--- src/rtl/alu_pkg.sv ---
// Shared definitions for the ALU issue stage: ALU select codes, FSM states, datapath width.
`default_nettype none

package alu_pkg;

  localparam int ALU_W = 4;

  localparam logic [2:0] OP_ADD  = 3'b000;
  localparam logic [2:0] OP_SUB  = 3'b001;
  localparam logic [2:0] OP_AND  = 3'b010;
  localparam logic [2:0] OP_OR   = 3'b011;
  localparam logic [2:0] OP_XOR  = 3'b100;
  localparam logic [2:0] OP_XNOR = 3'b101;
  localparam logic [2:0] OP_NOT  = 3'b110;
  localparam logic [2:0] OP_PASS = 3'b111;

  typedef enum logic [1:0] {
    IDLE = 2'd0,
    EXEC = 2'd1,
    HOLD = 2'd2
  } state_t;

endpackage : alu_pkg

`default_nettype wire

--- src/rtl/alu_flag_gen.sv ---
// Combinational carry/zero flags derived from the held ALU operands, select code and ALU result.
`default_nettype none

module alu_flag_gen
  import alu_pkg::*;
#(
  parameter int WIDTH = ALU_W
) (
  input  logic [WIDTH-1:0] alu_a_i,
  input  logic [WIDTH-1:0] alu_b_i,
  input  logic [2:0]       alu_sel_i,
  input  logic [WIDTH-1:0] alu_result_i,
  output logic             carry_o,
  output logic             zero_o
);

  logic [WIDTH:0] sum_w;
  logic [WIDTH:0] diff_w;

  // The extra top bit is carry-out for add and borrow (a < b unsigned) for sub.
  assign sum_w  = {1'b0, alu_a_i} + {1'b0, alu_b_i};
  assign diff_w = {1'b0, alu_a_i} - {1'b0, alu_b_i};

  always_comb begin
    carry_o = 1'b0;
    if (alu_sel_i == OP_ADD) begin
      carry_o = sum_w[WIDTH];
    end else if (alu_sel_i == OP_SUB) begin
      carry_o = diff_w[WIDTH];
    end
  end

  assign zero_o = (alu_result_i == '0);

endmodule : alu_flag_gen

`default_nettype wire

--- src/rtl/alu_issue_stage.sv ---
// Issue stage for the 4-bit combinational ALU: holds operands/select stable, captures the
// result one cycle later with carry/zero flags, and keeps an accumulator for chained ops.
`default_nettype none

module alu_issue_stage
  import alu_pkg::*;
#(
  parameter int WIDTH = ALU_W
) (
  input  logic             clk,
  input  logic             rst_n,
  input  logic             in_valid_i,
  output logic             in_ready_o,
  input  logic [2:0]       in_op_i,
  input  logic [WIDTH-1:0] in_a_i,
  input  logic [WIDTH-1:0] in_b_i,
  input  logic             in_use_acc_i,
  output logic [WIDTH-1:0] alu_a_o,
  output logic [WIDTH-1:0] alu_b_o,
  output logic [2:0]       alu_sel_o,
  input  logic [WIDTH-1:0] alu_result_i,
  output logic             out_valid_o,
  input  logic             out_ready_i,
  output logic [WIDTH-1:0] out_result_o,
  output logic             out_carry_o,
  output logic             out_zero_o,
  output logic [WIDTH-1:0] acc_o
);

  state_t           state_q;
  logic             in_ready_q;
  logic [WIDTH-1:0] alu_a_q;
  logic [WIDTH-1:0] alu_b_q;
  logic [2:0]       alu_sel_q;
  logic             out_valid_q;
  logic [WIDTH-1:0] out_result_q;
  logic             out_carry_q;
  logic             out_zero_q;
  logic [WIDTH-1:0] acc_q;

  logic             carry_d;
  logic             zero_d;

  alu_flag_gen #(
    .WIDTH (WIDTH)
  ) u_flag_gen (
    .alu_a_i      (alu_a_q),
    .alu_b_i      (alu_b_q),
    .alu_sel_i    (alu_sel_q),
    .alu_result_i (alu_result_i),
    .carry_o      (carry_d),
    .zero_o       (zero_d)
  );

  // in_ready is registered, so the first IDLE cycle after reset release still reports 0.
  always_ff @(posedge clk or negedge rst_n) begin
    if (!rst_n) begin
      state_q      <= IDLE;
      in_ready_q   <= 1'b0;
      alu_a_q      <= '0;
      alu_b_q      <= '0;
      alu_sel_q    <= OP_ADD;
      out_valid_q  <= 1'b0;
      out_result_q <= '0;
      out_carry_q  <= 1'b0;
      out_zero_q   <= 1'b0;
      acc_q        <= '0;
    end else begin
      case (state_q)
        IDLE: begin
          in_ready_q <= 1'b1;
          if (in_ready_q && in_valid_i) begin
            // Operands and select move together so the ALU never sees a lone select change.
            alu_a_q    <= in_use_acc_i ? acc_q : in_a_i;
            alu_b_q    <= in_b_i;
            alu_sel_q  <= in_op_i;
            in_ready_q <= 1'b0;
            state_q    <= EXEC;
          end
        end
        EXEC: begin
          out_result_q <= alu_result_i;
          acc_q        <= alu_result_i;
          out_carry_q  <= carry_d;
          out_zero_q   <= zero_d;
          out_valid_q  <= 1'b1;
          state_q      <= HOLD;
        end
        HOLD: begin
          if (out_ready_i) begin
            out_valid_q <= 1'b0;
            in_ready_q  <= 1'b1;
            state_q     <= IDLE;
          end
        end
        default: begin
          in_ready_q  <= 1'b0;
          out_valid_q <= 1'b0;
          state_q     <= IDLE;
        end
      endcase
    end
  end

  assign in_ready_o   = in_ready_q;
  assign alu_a_o      = alu_a_q;
  assign alu_b_o      = alu_b_q;
  assign alu_sel_o    = alu_sel_q;
  assign out_valid_o  = out_valid_q;
  assign out_result_o = out_result_q;
  assign out_carry_o  = out_carry_q;
  assign out_zero_o   = out_zero_q;
  assign acc_o        = acc_q;

endmodule : alu_issue_stage

`default_nettype wire

--- config.mk ---
export PLATFORM = sky130hd
export DESIGN_NAME = alu_issue_stage
export DESIGN_NICKNAME = d
export VERILOG_FILES = /design/src/rtl/alu_pkg.sv /design/src/rtl/alu_flag_gen.sv /design/src/rtl/alu_issue_stage.sv
export SDC_FILE = /design/constraint.sdc
export NUM_CORES = 1
export LEC_CHECK = 0
export ABC_AREA = 1
export BUFFER_PORTS_ARGS = -buffer_cell sky130_fd_sc_hd__buf_2
export CAP_MARGIN = 20
export CORE_ASPECT_RATIO = 0.6
export CORE_MARGIN = 4
export CORE_UTILIZATION = 51
export CTS_CLUSTER_DIAMETER = 100
export CTS_CLUSTER_SIZE = 12
export DETAILED_ROUTE_END_ITERATION = 8
export GPL_TIMING_DRIVEN = 0
export MAX_ROUTING_LAYER = met4
export PLACE_DENSITY = 0.89
export SLEW_MARGIN = 10
export SYNTH_ARGS = -nofsm -noshare
export SYNTH_HDL_FRONTEND = slang
export SYNTH_HIERARCHICAL = 1
export SYNTH_SLANG_ARGS = --single-unit
export TNS_END_PERCENT = 50
--- constraint.sdc ---
create_clock -name clk -period 2.4 [get_ports clk]
set_input_delay 0.12 -clock clk [delete_from_list [all_inputs] [get_ports clk]]
set_output_delay 0.12 -clock clk [all_outputs]
set_load 0.01 [all_outputs]
==> metrics.cfg, run 1 <==
[timing]
rsz0062_at_grt = no
slew_headroom = 0.686
max_clock_freq_mhz = 707
fin_crit_sh = 0.590
clock-skew-final_ns = 0.00156
period_minus_slack_ns = 1.42
worstMarginPinSlew_ns = 0.471
report.final.slew_viol_count = 0
timing.setup.tns_ns = 0
hold_viol_final = 0
finalSetupViolations = 0

[global_route]
gr-usage-met3 = 0.0660
grt_max_degree = 22
grt_pass1_vias = 1073
busiest_layer = met2
met1_usage = 0.251
grtUsageMet2 = 0.345
grt_overflow = 0
track_usage = 0.210
grt_pass1_wl_mm = 4.53
antenna_found_initial = 0

[finish]
antenna_cells = 0
fin_nets = 218
syn2layout_area_growth_pct = 26.9
final_layout_size_suffix_gt1_frac = 0.309
stdcell_area_um2 = 1420

[die]
num_rows = 12
die_h_um = 44.3
coreArea_um2 = 1970
initial_core_util = 0.570
chipWidth_um = 68.5
pin_count = 43
dieArea_um2 = 3040

[detailed_routing]
wl_per_cell_um = 12.3
vias_per_cell = 4.86
dr.pass1.iters = 4
drcViolationCount = 0
wirelength_mm = 2.69
antenna_left = 0
vias = 1064
first_iter_violations = 50

[run]
drv_cap = 0

[power_and_ir_drop]
ir_drop_uv = 604
power_frac_comb = 0.515
fin_total_pwr_mw = 1.88
p_leak_nw = 0.875
p_per_area_nw_per_um2 = 1320
power_switching_mw = 0.838
p_int_mw = 1.04
clkPwrFrac = 0.122
p_sw_frac = 0.446
seq_power_share = 0.363

[cts]
tritoncts = yes
clock_sinks = 21
cts_max_level = 1
clk_pin_slew_ns = 0.07
root_buffer = clkbuf_8
cts_buffer_depth = 2
clkLatencyLatePin_ns = 0.26
cts_made_buffers = 3
post_cts_resized = 0

[min_path]
hold_class = primary input to flip-flop

[setup_path]
end_kind = flip-flop
cp_slowest_cell = dfrtp_1
critPathLaunchType = flip-flop
path_class = flip-flop to flip-flop
cpPeakStageDelay_ns = 0.43
crit_chain = inv_1 > ha_1 > a21oi_1 > nand3_1 > nand2_1 > nand3_1 > nand2_1
path_max_fanout = 4
crit_required_ns = 2.60
cp.arrival_ns = 1.62

[synth]
synthesis.area_um2 = 1120
synthSimpleGateAreaFrac = 0.323
ys.warnings.count = 6
synthesis.nets = 170
synth_top_family_by_area = simple AND/OR/NAND/NOR gates
synth_fa_ha_area_frac = 0.0670
ys_seq_area_frac = 0.469
synthXorXnorAreaFrac = 0
synth.distinct_cells = 18
netlist_instances = 144
ys_ff_latch = 21
avgSynthCellArea_um2 = 7.79
synth_compound_area_frac = 0.0301
synth_mux_area_frac = 0

[place]
hpwlAfterDp_mm = 2.17
io_buffers = 42
gp_congestion = 0.797
place_area_um2 = 1370

[outcome]
status = finished clean

metal layers:
layer	vias up	share of wire
li1	533	-
met5	-	0
met1	487	0.45
met3	8	0.067
met2	36	0.47
met4	0	0.017
path summary, 6_finish.rpt:
check	from	to	slack, ns	depth (start not counted)
min	in_op_i[2]	alu_sel_o[2]$_DFFE_PN0P_	0.05	3
min reg2reg	out_zero_o$_DFFE_PN0P_	out_zero_o$_DFFE_PN0P_	0.47	2
min in group asynchronous	rst_n	alu_a_o[0]$_DFFE_PN0P_	0.34	2
max	alu_b_o[3]$_DFFE_PN0P_	out_carry_o$_DFFE_PN0P_	0.98	7
max in group asynchronous	rst_n	in_ready_o$_DFFE_PN0P_	1.74	2
max reg2reg	alu_b_o[3]$_DFFE_PN0P_	out_carry_o$_DFFE_PN0P_	0.98	7
sequential cells by signal, summed over array words and instances, names as in the netlist:
signal,flops
acc_o,4
alu_a_o,4
alu_b_o,4
alu_sel_o,3
state_q,2
in_ready_o,1
out_carry_o,1
out_valid_o,1
out_zero_o,1
cell type report:
type / instances / area, µm²
Fill cell: 165 / 544
Sequential cell: 21 / 526
Multi-Input combinational cell: 98 / 470
Timing Repair Buffer: 43 / 220
Inverter: 18 / 67.6
Buffer: 7 / 57.6
Clock buffer: 3 / 41.3
Tap cell: 28 / 35.0
Clock inverter: 1 / 5.00
cells by family after synthesis:
family / after synthesis
flops: 21
fa+ha+maj: 6
compound gates: 6
buf+inv: 25
simple gates: 86
layout by cell type (no fill, tap or decap), types with 2 or more instances in the layout:
cell | synthesis | layout
buf_2 | 1 | 43
buf_4 | 4 | 4
buf_6 | 2 | 2
clkbuf_8 | 0 | 3
dfrtp_1 | 21 | 21
ha_1 | 6 | 6
inv_1 | 16 | 16
inv_2 | 2 | 2
nand2_1 | 68 | 68
nand3_1 | 11 | 11
nor2_4 | 2 | 2
o21ai_0 | 4 | 4
stage by stage:
step / util / setup WS [ns] / instances / hold WS (ns)
after floorplan: - / 1.12 / 144 / -0.176
after global placement: 0.695 / 1.08 / 214 / 0.0956
after detailed placement: 0.695 / 1.02 / 214 / 0.101
after CTS: 0.723 / 1.00 / 219 / 0.0482
after global routing: 0.723 / 0.924 / 219 / 0.0496
final: 0.723 / 0.985 / 219 / 0.0469
timing repair:
item                      4_1_cts  5_1_grt
hold endpoints to repair       21        0
setup buffers                   0        0
hold buffers                    1        0
cells in the mapped netlist (all sizes together):
master	n	area [µm²]
nor3b	1	7.51
nor3	1	5.00
buf	7	57.6
o21ai	4	20.0
nor4	1	6.26
nand2	69	262
ha	6	75.1
a21oi	2	13.8
nor2	3	26.3
inv	18	67.6
nand3	11	55.1
dfrtp	21	526
critical path: cells and delay by family, from the launching register on:
family	cells	cell delay, ns
AO/OA/AOI/OAI	1	0.21
adder cells (fa/ha/maj)	1	0.33
buffers and inverters	1	0.07
flip-flops	1	0.43
AND/OR/NAND/NOR	4	0.32
power by group through the flow:
stage / logic, mW / registers (mW) / clock network [mW]
floorplan: 0.563 / 0.725 / 0
global placement: 0.905 / 0.667 / 0
detailed placement: 0.963 / 0.683 / 0
CTS: 0.967 / 0.680 / 0.231
global route: 1.08 / 0.706 / 0.255
finish: 0.967 / 0.681 / 0.230
Power figures use the tool's default switching activity.
==> run 2: changes to the inputs <==
CORE_UTILIZATION = 43   (was 51)
PLACE_DENSITY = 0.8   (was 0.89)
clock period = 1.2 ns   (was 2.4 ns; I/O delays follow)
==> run 2 against run 1 <==
- the run now ends with negative setup slack left
- final area rose by 9.7%
- power up 110%
- largest cell class unchanged
- die area is 16% higher
- maximum frequency rose by 8.2%
- sequential cell count unchanged
- clock-buffer cell count up 1
- cell count up 6.4%
- sequential power increased by 100%
- first-iteration DRC count rose by 40%
==> metrics.cfg, run 2 (synthesis gave the netlist of run 1 again) <==
[outcome]
status = finished with violations
violations = negative setup slack

[die]
chipWidth_um = 73.9  ; +7.9%
coreArea_um2 = 2500  ; +27%
num_rows = 14  ; +2
die_h_um = 47.6  ; +7.3%
initial_core_util = 0.448  ; -0.122
dieArea_um2 = 3510  ; +16%
pin_count = 43  ; unchanged

[cts]
clk_pin_slew_ns = 0.07  ; about the same
cts_made_buffers = 3  ; unchanged
clock_sinks = 21  ; unchanged
cts_buffer_depth = 2  ; unchanged
tritoncts = yes
clkLatencyLatePin_ns = 0.26  ; about the same
root_buffer = clkbuf_8
cts_max_level = 1  ; unchanged

[finish]
post-route-util = 0.623  ; -0.100
layout_common_cells = 67 x nand2_1, 42 x buf_2, 21 x dfrtp_1, 13 x inv_1, 11 x buf_4
stdcell_area_um2 = 1560  ; +9.7%
syn2layout_area_growth_pct = 39.2
final_common_cell = nand2_1
fillers = 236  ; +43%
antenna_cells = 0  ; unchanged
final_layout_size_suffix_gt1_frac = 0.363  ; +0.0543
fin_nets = 228  ; +4.6%

[setup_path]
startpoint = alu_a_o[1]$_DFFE_PN0P_
cpPeakStageDelay_ns = 0.42  ; about the same
r2r-end = out_carry_o$_DFFE_PN0P_
cp_slowest_cell = dfrtp_1
end_kind = flip-flop
crit_required_ns = 1.35  ; -1.25 ns
worstRegToRegCells = 10  ; +3
cpMostUsedCell = nand2_1
crit_chain = buf_4 > ha_1 > inv_1 > nand2_2 > nand2_1 > nand2_1 > nand2_1 > nand2_1 > nand3_1 > nand2_1
path_class = flip-flop to flip-flop
critPathLaunchType = flip-flop
r2r_start = alu_a_o[1]$_DFFE_PN0P_
path_max_fanout = 3  ; -1
cp.arrival_ns = 1.45  ; -0.17 ns
reg2reg_setup_slack_ns = -0.11  ; -1.09 ns

[detailed_routing]
vias_per_cell = 4.47  ; -8.0%
first_iter_violations = 70  ; +40%
wl_per_cell_um = 11.2  ; -8.6%
antenna_left = 0  ; unchanged
dr.pass1.iters = 4  ; unchanged
wirelength_mm = 2.62  ; -2.7%
drcViolationCount = 0  ; unchanged
vias = 1042  ; -2.1%

[timing]
report.final.slew_viol_count = 0  ; unchanged
timing.setup.tns_ns = -0.108  ; -0.108 ns
worstMarginPinSlew_ns = 0.461  ; -0.0101 ns
max_clock_freq_mhz = 765  ; +8.2%
fin_crit_sh = 1.09  ; +0.500
clock-skew-final_ns = 0.00633  ; +0.00477 ns
layout_setup_ws_ns = -0.108  ; -1.09 ns
hold_viol_final = 0  ; unchanged
finalSetupViolations = 1  ; +1
slew_headroom = 0.693  ; +0.00676
rsz0062_at_grt = yes
period_minus_slack_ns = 1.31  ; -0.107 ns

[power_and_ir_drop]
p_per_area_nw_per_um2 = 2570  ; +94%
p_leak_nw = 0.922  ; +5.4%
fin_total_pwr_mw = 4.00  ; +110%
ir_drop_uv = 1200  ; +100%

[place]
hpwlAfterDp_mm = 1.86  ; -14%
io_buffers = 42  ; unchanged
gp_congestion = 0.763  ; -4.4%
dpl_worst_slack_ns = -0.148  ; -1.16 ns
place_area_um2 = 1380  ; +1.3%

[global_route]
antenna_found_initial = 0  ; unchanged
grt_overflow = 0  ; unchanged
grt_pass1_wl_mm = 4.05  ; -11%
grt_pass1_vias = 917  ; -15%
grt_max_degree = 22  ; unchanged
track_usage = 0.162  ; -0.0473

[min_path]
hold_class = primary input to flip-flop
hold_end = alu_sel_o[2]$_DFFE_PN0P_
hold-path-cell-count = 3  ; unchanged
min-delay-start = in_op_i[2]

[run]
drv_cap = 0  ; unchanged

[run 2: cell types whose count changed in the layout (fill, tap and decap cells not counted), sizes merged]
cell	before	now
buf	49	56
clkbuf	3	4
clkinv	1	0
dlygate4sd3	1	4
[run 2: area by class of cell]
class	count	area (µm²)	share of cell area
multi-input cells	98	515	0.330
well taps	32	40.0	0.0257
plain buffers	7	63.8	0.0409
clock buffers	4	45.0	0.0289
flip-flops and latches	21	526	0.337
repair buffers	53	303	0.194
inverters	18	67.6	0.0433
[run 2: worst max path at each step]
stage,endpoint,slack (ns),cells past startpoint
after floorplan,out_carry_o$_DFFE_PN0P_,-0.06,11
after global placement,out_carry_o$_DFFE_PN0P_,-0.12,10
after detailed placement,out_carry_o$_DFFE_PN0P_,-0.15,11
after CTS,out_carry_o$_DFFE_PN0P_,-0.15,11
after global routing,out_carry_o$_DFFE_PN0P_,-0.17,11
final,out_carry_o$_DFFE_PN0P_,-0.11,10
[run 2: metal layers]
metal  up-vias  share of wire  global-route usage
met5         -              0                   -
met4         0              0              0.0325
met3         0          0.078              0.0566
met2        33           0.40               0.234
met1       460           0.52               0.222
li1        549              -                   -
[run 2: timing repair]
action / 4_1_cts / 5_1_grt
cloned: 0 / 1
setup buffers: 2 / 4
endpoints found under the hold margin: 24 / 0
hold buffers: 4 / 0
gates resized for setup: 0 / 12
endpoints found under the setup margin: 1 / 11
pin swaps: 0 / 7
[run 2: where the power goes]
part | total [mW] | switching [mW] | internal, mW
Sequential | 1.36 | 0.330 | 1.03
Combinational | 2.19 | 1.16 | 1.03
Clock | 0.449 | 0.213 | 0.236
Total | 4.00 | 1.70 | 2.30
[run 2: worst max-delay path: cells and delay by family (launching register included)]
family | cells | cell delay, ns
flip-flops | 1 | 0.42
AND/OR/NAND/NOR | 7 | 0.37
adder cells (fa/ha/maj) | 1 | 0.19
buffers and inverters | 2 | 0.22
[run 2: metrics by stage]
stage	hold slack (ns)	cells
after floorplan	-0.236	144
after global placement	0.0351	218
after detailed placement	0.0377	218
after CTS	0.000450	228
after global routing	0.0103	233
final	0.00608	233
==> run 3: changes to the inputs <==
PLACE_DENSITY = 0.74   (was 0.8)
SKIP_CTS_REPAIR_TIMING = 1   (was default)
==> run 3 against run 2 <==
- the flow finishes with violations (negative hold slack, negative setup slack)
- clock power rose by 4%
- clock skew barely moved
- cell count fell by 0.86%
- maximum frequency fell by 1.0%
- utilization fell by 0.70 points
==> metrics.cfg, run 3 (synthesis gave the netlist of run 1 again) <==
[outcome]
status = finished with violations
violations = negative hold slack, negative setup slack

[die]
initial_core_util = 0.448  ; unchanged
pin_count = 43  ; unchanged
coreArea_um2 = 2500  ; unchanged
dieArea_um2 = 3510  ; unchanged
chipWidth_um = 73.9  ; unchanged
num_rows = 14  ; unchanged
die_h_um = 47.6  ; unchanged

[global_route]
grt_max_degree = 22  ; unchanged
track_usage = 0.160  ; -0.00287
antenna_found_initial = 0  ; unchanged
grt_overflow = 0  ; unchanged
grt_pass1_wl_mm = 4.00  ; -1.4%
grt_pass1_vias = 908  ; -0.98%

[detailed_routing]
dr.pass1.iters = 4  ; unchanged
drcViolationCount = 0  ; unchanged
first_iter_violations = 65  ; -7.1%
wl_per_cell_um = 12.2  ; +8.9%
wirelength_mm = 2.83  ; +8.0%
antenna_left = 0  ; unchanged
vias_per_cell = 4.75  ; +6.3%
vias = 1098  ; +5.4%

[cts]
cts_max_level = 1  ; unchanged
clk_pin_slew_ns = 0.08  ; about the same
cts_made_buffers = 3  ; unchanged
clkLatencyLatePin_ns = 0.26  ; about the same
tritoncts = yes
root_buffer = clkbuf_8
clock_sinks = 21  ; unchanged
cts_buffer_depth = 2  ; unchanged

[setup_path]
critPathLaunchType = flip-flop
cp.arrival_ns = 1.47  ; +0.02 ns
end_kind = flip-flop
crit_required_ns = 1.35  ; about the same
path_max_fanout = 4  ; +1
path_class = flip-flop to flip-flop

[timing]
worstMarginPinSlew_ns = 0.481  ; +0.0200 ns
fin_crit_sh = 1.10  ; +0.0111
finalSetupViolations = 1  ; unchanged
clock-skew-final_ns = 0.00603  ; -0.000298 ns
report.final.slew_viol_count = 0  ; unchanged
period_minus_slack_ns = 1.32  ; +0.0133 ns
layout_setup_ws_ns = -0.121  ; -0.0134 ns
finalHoldWorstSlack_ns = -0.000609  ; -0.00669 ns
max_clock_freq_mhz = 757  ; -1.0%
rsz0062_at_grt = yes
hold_viol_final = 1  ; +1
slew_headroom = 0.679  ; -0.0133

[finish]
layout_common_cells = 67 x nand2_1, 42 x buf_2, 19 x dfrtp_1, 14 x inv_1
syn2layout_area_growth_pct = 37.6
post-route-util = 0.616  ; -0.00699
stdcell_area_um2 = 1540  ; -1.1%
final_common_cell = nand2_1
fillers = 238  ; +0.85%
fin_nets = 226  ; -0.88%
antenna_cells = 0  ; unchanged
final_layout_size_suffix_gt1_frac = 0.372  ; +0.00868

[place]
place_area_um2 = 1380  ; unchanged
hpwlAfterDp_mm = 2.02  ; +8.8%
gp_congestion = 0.836  ; +9.6%
io_buffers = 42  ; unchanged
dpl_worst_slack_ns = -0.179  ; -0.0313 ns

[min_path]
hold_class = primary input to flip-flop

[power_and_ir_drop]
p_leak_nw = 0.916  ; -0.61%
ir_drop_uv = 1080  ; -10%
p_per_area_nw_per_um2 = 2620  ; +2.0%
fin_total_pwr_mw = 4.04  ; +0.85%

[run]
drv_cap = 0  ; unchanged

[run 3: changes by cell type in the layout (fill, tap and decap cells not counted)]
cell	before	now
ha_1	3	4
nand3_2	1	2
inv_1	13	14
dlygate4sd3_1	4	2
dfrtp_2	0	2
ha_4	3	2
buf_4	11	9
dfrtp_1	21	19
buf_6	3	5
nand3_1	10	9
inv_2	5	4
[run 3: stage by stage]
stage                     cells  setup TNS [ns]
after global routing        231          -0.291
after CTS                   222          -0.202
final                       231          -0.121
after global placement      218          -0.121
after detailed placement    218          -0.179
after floorplan             144         -0.0647
[run 3: final timing paths]
| check | slack [ns] | cells after the start | end | start |
|---|---|---|---|---|
| min reg2reg | 0.47 | 2 | out_zero_o$_DFFE_PN0P_ | out_zero_o$_DFFE_PN0P_ |
| max in group asynchronous | 0.57 | 2 | alu_a_o[1]$_DFFE_PN0P_ | rst_n |
| min | -0.0006 | 3 | alu_b_o[0]$_DFFE_PN0P_ | in_b_i[0] |
| max reg2reg | -0.12 | 10 | out_carry_o$_DFFE_PN0P_ | alu_b_o[1]$_DFFE_PN0P_ |
| min in group asynchronous | 0.28 | 2 | alu_a_o[0]$_DFFE_PN0P_ | rst_n |
| max | -0.12 | 10 | out_carry_o$_DFFE_PN0P_ | alu_b_o[1]$_DFFE_PN0P_ |
[run 3: area by class of cell]
cell class,instances,area (µm²),area share
buffer,7,63.8,0.0414
sequential,21,528,0.342
multi-input combinational,98,508,0.329
timing repair buffer,51,290,0.188
clock buffer,4,45.0,0.0292
inverter,18,67.6,0.0438
tap,32,40.0,0.0260
[run 3: metal layers]
| metal | part of all wire | GRT usage |
|---|---|---|
| met5 | 0 | - |
| met4 | 0.0088 | 0.0469 |
| met3 | 0.097 | 0.0503 |
| met2 | 0.42 | 0.236 |
| met1 | 0.47 | 0.211 |
[run 3: where the power goes]
group / leakage (nW) / switching (mW) / internal [mW] / total, mW
Clock: 0.0228 / 0.228 / 0.237 / 0.465
Sequential: 0.261 / 0.343 / 1.04 / 1.38
Combinational: 0.632 / 1.17 / 1.02 / 2.19
Total: 0.916 / 1.74 / 2.30 / 4.04
[run 3: critical path, stage by stage (launching register included)]
cell	delay (ns)
dfrtp_2	0.45
buf_6	0.12
ha_1	0.18
inv_1	0.07
nand2_1	0.06
nand2_1	0.05
nand2_1	0.04
nand2_1	0.05
nand2_1	0.05
nand3_1	0.08
nand2_1	0.05
